==> config.mk <==
export PLATFORM = sky130hd
export DESIGN_NAME = clock_ctrl
export DESIGN_NICKNAME = d
export VERILOG_FILES = /design/src/rtl/clock_ctrl.sv
export SDC_FILE = /design/constraint.sdc
export NUM_CORES = 1
export LEC_CHECK = 0
export ABC_AREA = 1
export BUFFER_PORTS_ARGS = -buffer_cell sky130_fd_sc_hd__clkbuf_2
export CAP_MARGIN = 20
export CORE_ASPECT_RATIO = 0.6
export CORE_MARGIN = 8
export CORE_UTILIZATION = 50
export CTS_BUF_LIST = sky130_fd_sc_hd__clkbuf_16
export CTS_CLUSTER_DIAMETER = 50
export DETAILED_ROUTE_END_ITERATION = 12
export PLACE_DENSITY = 0.73
export SLEW_MARGIN = 30
export SYNTH_ARGS = -nofsm -noshare
export SYNTH_HDL_FRONTEND = slang
export SYNTH_SLANG_ARGS = --single-unit
==> constraint.sdc <==
create_clock -name clk -period 3.6 [get_ports clk]
set_input_delay 0.36 -clock clk [delete_from_list [all_inputs] [get_ports clk]]
set_output_delay 0.36 -clock clk [all_outputs]
set_load 0.01 [all_outputs]
==> src/rtl/clock_ctrl.sv <==
// clock_ctrl: hours/minutes/seconds time-of-day counter with a three-state
// set mode (RUN -> SET_HOUR -> SET_MIN -> RUN) and a blink request for the
// field being adjusted.
//
// Parameters
//   HOUR_MAX   last hour value before the hour counter wraps to 0 (1..31)
// Ports
//   clk        single clock, all state updates on its rising edge
//   rst        asynchronous, active-high reset
//   tick       one-cycle 1 Hz time-base enable
//   btn_mode   one-cycle mode-advance pulse (pre-debounced)
//   btn_inc    one-cycle increment pulse (pre-debounced)
//   sec        seconds, 0..59
//   min        minutes, 0..59
//   hour       hours, 0..HOUR_MAX
//   mode       current state: 0=RUN, 1=SET_HOUR, 2=SET_MIN
//   blink      display-blank request for the field being set
//   day_pulse  one-cycle pulse on day rollover
module clock_ctrl #(
  parameter int unsigned HOUR_MAX = 23
) (
  input  logic       clk,
  input  logic       rst,
  input  logic       tick,
  input  logic       btn_mode,
  input  logic       btn_inc,
  output logic [5:0] sec,
  output logic [5:0] min,
  output logic [4:0] hour,
  output logic [1:0] mode,
  output logic       blink,
  output logic       day_pulse
);

  localparam int unsigned SEC_W  = 6;
  localparam int unsigned MIN_W  = 6;
  localparam int unsigned HOUR_W = 5;

  localparam logic [SEC_W-1:0]  SEC_LAST  = SEC_W'(59);
  localparam logic [MIN_W-1:0]  MIN_LAST  = MIN_W'(59);
  localparam logic [HOUR_W-1:0] HOUR_LAST = HOUR_W'(HOUR_MAX);

  typedef enum logic [1:0] {
    RUN      = 2'd0,
    SET_HOUR = 2'd1,
    SET_MIN  = 2'd2
  } state_t;

  state_t              r_state;
  logic [SEC_W-1:0]    r_sec;
  logic [MIN_W-1:0]    r_min;
  logic [HOUR_W-1:0]   r_hour;
  logic                r_blink;
  logic                r_day_pulse;

  // Mode FSM, time counters and blink; btn_mode outranks btn_inc, which outranks tick.
  always_ff @(posedge clk or posedge rst) begin
    if (rst) begin
      r_state     <= RUN;
      r_sec       <= '0;
      r_min       <= '0;
      r_hour      <= '0;
      r_blink     <= 1'b0;
      r_day_pulse <= 1'b0;
    end else begin
      r_day_pulse <= 1'b0;
      case (r_state)
        RUN: begin
          r_blink <= 1'b0;
          if (btn_mode) begin
            // Entering set mode freezes the seconds at zero.
            r_state <= SET_HOUR;
            r_sec   <= '0;
          end else if (tick) begin
            if (r_sec == SEC_LAST) begin
              r_sec <= '0;
              if (r_min == MIN_LAST) begin
                r_min <= '0;
                if (r_hour == HOUR_LAST) begin
                  r_hour      <= '0;
                  r_day_pulse <= 1'b1;
                end else begin
                  r_hour <= r_hour + HOUR_W'(1);
                end
              end else begin
                r_min <= r_min + MIN_W'(1);
              end
            end else begin
              r_sec <= r_sec + SEC_W'(1);
            end
          end
        end

        SET_HOUR: begin
          if (btn_mode) begin
            r_state <= SET_MIN;
            r_blink <= 1'b0;
          end else if (btn_inc) begin
            // Show the field immediately after each adjustment.
            r_hour  <= (r_hour == HOUR_LAST) ? '0 : r_hour + HOUR_W'(1);
            r_blink <= 1'b0;
          end else if (tick) begin
            r_blink <= ~r_blink;
          end
        end

        SET_MIN: begin
          if (btn_mode) begin
            r_state <= RUN;
            r_blink <= 1'b0;
          end else if (btn_inc) begin
            r_min   <= (r_min == MIN_LAST) ? '0 : r_min + MIN_W'(1);
            r_blink <= 1'b0;
          end else if (tick) begin
            r_blink <= ~r_blink;
          end
        end

        default: begin
          // Unused encoding recovers to RUN.
          r_state <= RUN;
          r_blink <= 1'b0;
        end
      endcase
    end
  end

  assign sec       = r_sec;
  assign min       = r_min;
  assign hour      = r_hour;
  assign mode      = r_state;
  assign blink     = r_blink;
  assign day_pulse = r_day_pulse;

endmodule

==> key figures <==
Outcome
  – Outcome: complete, no violations

Critical path
  – Worst Path Buf+Inv: 2
  – Arr. time, crit path: roughly 2.0 ns
  – CP max-delay cell: ha_1
  – R2R Path End: hour[2]
  – Crit-path leading delay family: simple AND/OR/NAND/NOR gates
  – FF-to-FF setup slack: 1.80 ns
  – CP Cell Sequence: inv_1 > ha_1 > nand2_2 > nand2_2 > nand2_4 > inv_2 > nand3_4 > nand2_1 > nand2_1
  – Worst r2r path cells: 9
  – Critical Path Max Stage Delay: 0.49 ns
  – Worst setup SP type: register
  – Crit path max fanout: 8
  – CP Class: register to register
  – Critical path endpoint category: register
  – Worst r2r src: mode[1]
  – Data required, critical path: 3.75 ns
  – Worst setup path startpoint: mode[1]

CTS
  – CTS tree: built
  – Clk sink count: 21
  – PostCTS Resize Cnt: 0
  – Post-CTS Hold Fix Bufs: 0
  – H-Tree Depth: 1
  – Clock root buffer: clkbuf_16
  – Postcts setup bufs: 0
  – Worst skew pair latency: 0.25 ns
  – CTS Buffer Depth: 2
  – Reg clk slew, reported paths: 0.06 ns
  – Number of buffers created by CTS: 3

Cells and area
  – Area grow syn2layout: 16.8%
  – Fraction of layout instances using a drive strength above 1: 0.267
  – Filler cells: 229
  – ANT cells: 0
  – Area occupied by multi-input gates: about 760 um2
  – Sequential cell area: 526 um2
  – Fin nets: 208

Power
  – Seq pwr share: 0.330
  – Pleak: 0.000823 uW
  – Pwr Density: ~730 nW/um2
  – Worst VDD drop: 0.484 mV
  – Net Sw Frac: 0.442
  – Comb pwr share: 0.468
  – Switch Pwr: around 510 uW
  – Internal: 646 uW
  – Clk pwr share: 0.201

Floorplanning
  – DIE WIDTH: 83.5 um
  – IO Count: 26
  – Starting density of the core: 0.534
  – Die area: 4720 um2
  – Die height: 56.5 um
  – Total core area: 2560 um2
  – Cell Rows: 14

Run
  – Max Cap Viol: 0

Global routing
  – Pin count of the biggest net entering global routing: 22
  – First-pass GRT wire length: 5040 um
  – Total grt overflow: 0
  – Antenna violations before repair: 0
  – Total GRT Usage: 0.126
  – Vias in the first global route: around 1100

Timing
  – Slew headroom: 0.463
  – Final hold violations: 0
  – Clock Skew: 0.00300 ns
  – RSZ-0062 raised after global routing: false
  – Min cycle time layout: 1.80 ns
  – Setup Viol. Count Final: 0
  – TNS Setup: 0 ns
  – Final Cycle Share: 0.500
  – FMAX: 555 MHz
  – Worst slew pin tran: between 0.8 and 0.9 ns
  – Worst Slack Setup Final: roughly 1.8 ns
  – Fin. max-slew vios: 0

Routing
  – Pre-antenna DRT Iters: 4
  – Total wire length: ~2800 um
  – Residual DRC: 0
  – Detail Route Antenna Nets: 0
  – Vias per Instance: ~5
  – WL per Instance: 12.5 um
  – Vias: 1140
  – Starting DRT DRC Count: 47

Synthesis
  – Mapped Area: between 1000 and 1500 um2
  – Mapped Cells: 168
  – Syn Nets: 180
  – Post-synth top area share: 0.385
  – Syn. warnings: 0
  – Unique cell type count in the Yosys netlist: 26
  – Avg Cell Area, Syn: 8.13 um2
  – Synth Register Bits: 21
  – Yosys top cell by area: dfrtp_1
  – Top cells by area, synth: dfrtp_1 (38%), nand2_1 (14%), nand3_1 (6.6%)
  – Sequential fraction of the synthesis area: 0.385

Place
  – Setup WS pre-CTS: about 1.8 ns
  – DP HPWL: 2250 um
  – I/O Buffers: 25
  – GPL Wtd Cong: between 0.8 and 0.9

Worst hold path
  – Min-delay worst type: primary input to async pin
[through the flow]
stage | cell area, um2 | hold slack (ns) | power (uW) | std cells | utilization
after detailed placement | 1520 | 0.522 | 930 | 223 | 0.592
after global routing | 1600 | 0.335 | 1250 | 227 | 0.624
final | 1600 | 0.237 | 1160 | 227 | 0.624
after CTS | 1600 | 0.261 | 1170 | 227 | 0.624
after global placement | 1520 | 0.516 | 911 | 223 | 0.592
after floorplan | 1370 | 0.337 | 796 | 168 | -
[how the worst max path moves through the flow]
stage	to	slack, ns	depth (start not counted)
floorplan	hour[3]	2.10	11
global placement	hour[3]	1.91	9
detailed placement	hour[3]	1.83	9
CTS	hour[3]	1.80	9
global route	min[3]	1.67	9
finish	hour[2]	1.80	9
[worst register-to-register path, stage by stage, from the launching register on]
cell and delay (ns):
dfrtp_1 0.39, inv_1 0.13, ha_1 0.49, nand2_2 0.17, nand2_2 0.12, nand2_4 0.07, inv_2 0.08, nand3_4 0.10
nand2_1 0.08, nand2_1 0.05
[routing by layer]
layer	part of all wire	vias to the layer above	track usage
li1	-	591	-
met1	0.52	521	0.172
met2	0.41	26	0.181
met3	0.073	2	0.0532
met4	0.0028	0	0.0220
met5	0	-	0
[cells in the mapped netlist, drive strengths merged]
cell type and count:
nor4 1, a21oi 3, xnor2 3, xor2 5
ha 7, o22ai 2, nand4 2, inv 17
nand3 21, buf 2, o21ai 7, nand2 55
dfrtp 21, nor2 22
[power by group through the flow]
stage                     registers (uW)  logic [uW]  clock network (uW)
final                                383         543                 233
after global routing                 397         608                 249
after CTS                            383         549                 241
after detailed placement             386         544                   0
after global placement               381         530                   0
after floorplan                      394         402                   0
[cells in the final DEF, fill, tap and decap left out]
master / count
nand2_1: 50
clkbuf_2: 25
dfrtp_1: 21
nand3_1: 18
nor2_1: 16
inv_1: 12
ha_1: 7
inv_2: 5
o21ai_1: 5
xor2_1: 5
nor2_4: 3
xnor2_1: 3
clkbuf_16: 3
nor2_2: 2
nand3_4: 2
nand2_2: 2
nand2_4: 2
nand4_1: 2
o21ai_2: 2
o22ai_1: 2
a21oi_1: 2
nand2_8: 1
nand3_2: 1
nor2_8: 1
a21oi_2: 1
nor4_2: 1
clkinv_2: 1
[cell type report]
class,count,area share
timing repair buffer,25,0.0784
clock inverter,1,0.00314
clock buffer,3,0.0471
multi-input combinational,128,0.477
inverter,17,0.0400
tap,32,0.0251
sequential,21,0.329
[kinds of logic after synthesis]
group / share of synthesized area
buffers and inverters: 0.0586
adders and majority gates: 0.0641
AOI/OAI and AO/OA: 0.0540
DFF: 0.385
xor gates and xnor gates: 0.0513
and+or+nand+nor: 0.387
[sequential cells by signal (all words and copies together), names as in the netlist]
signal	flops
hour	5
blink	1
mode	2
min	6
sec	6
day_pulse	1
No activity file was read; power rests on OpenSTA's default activity.
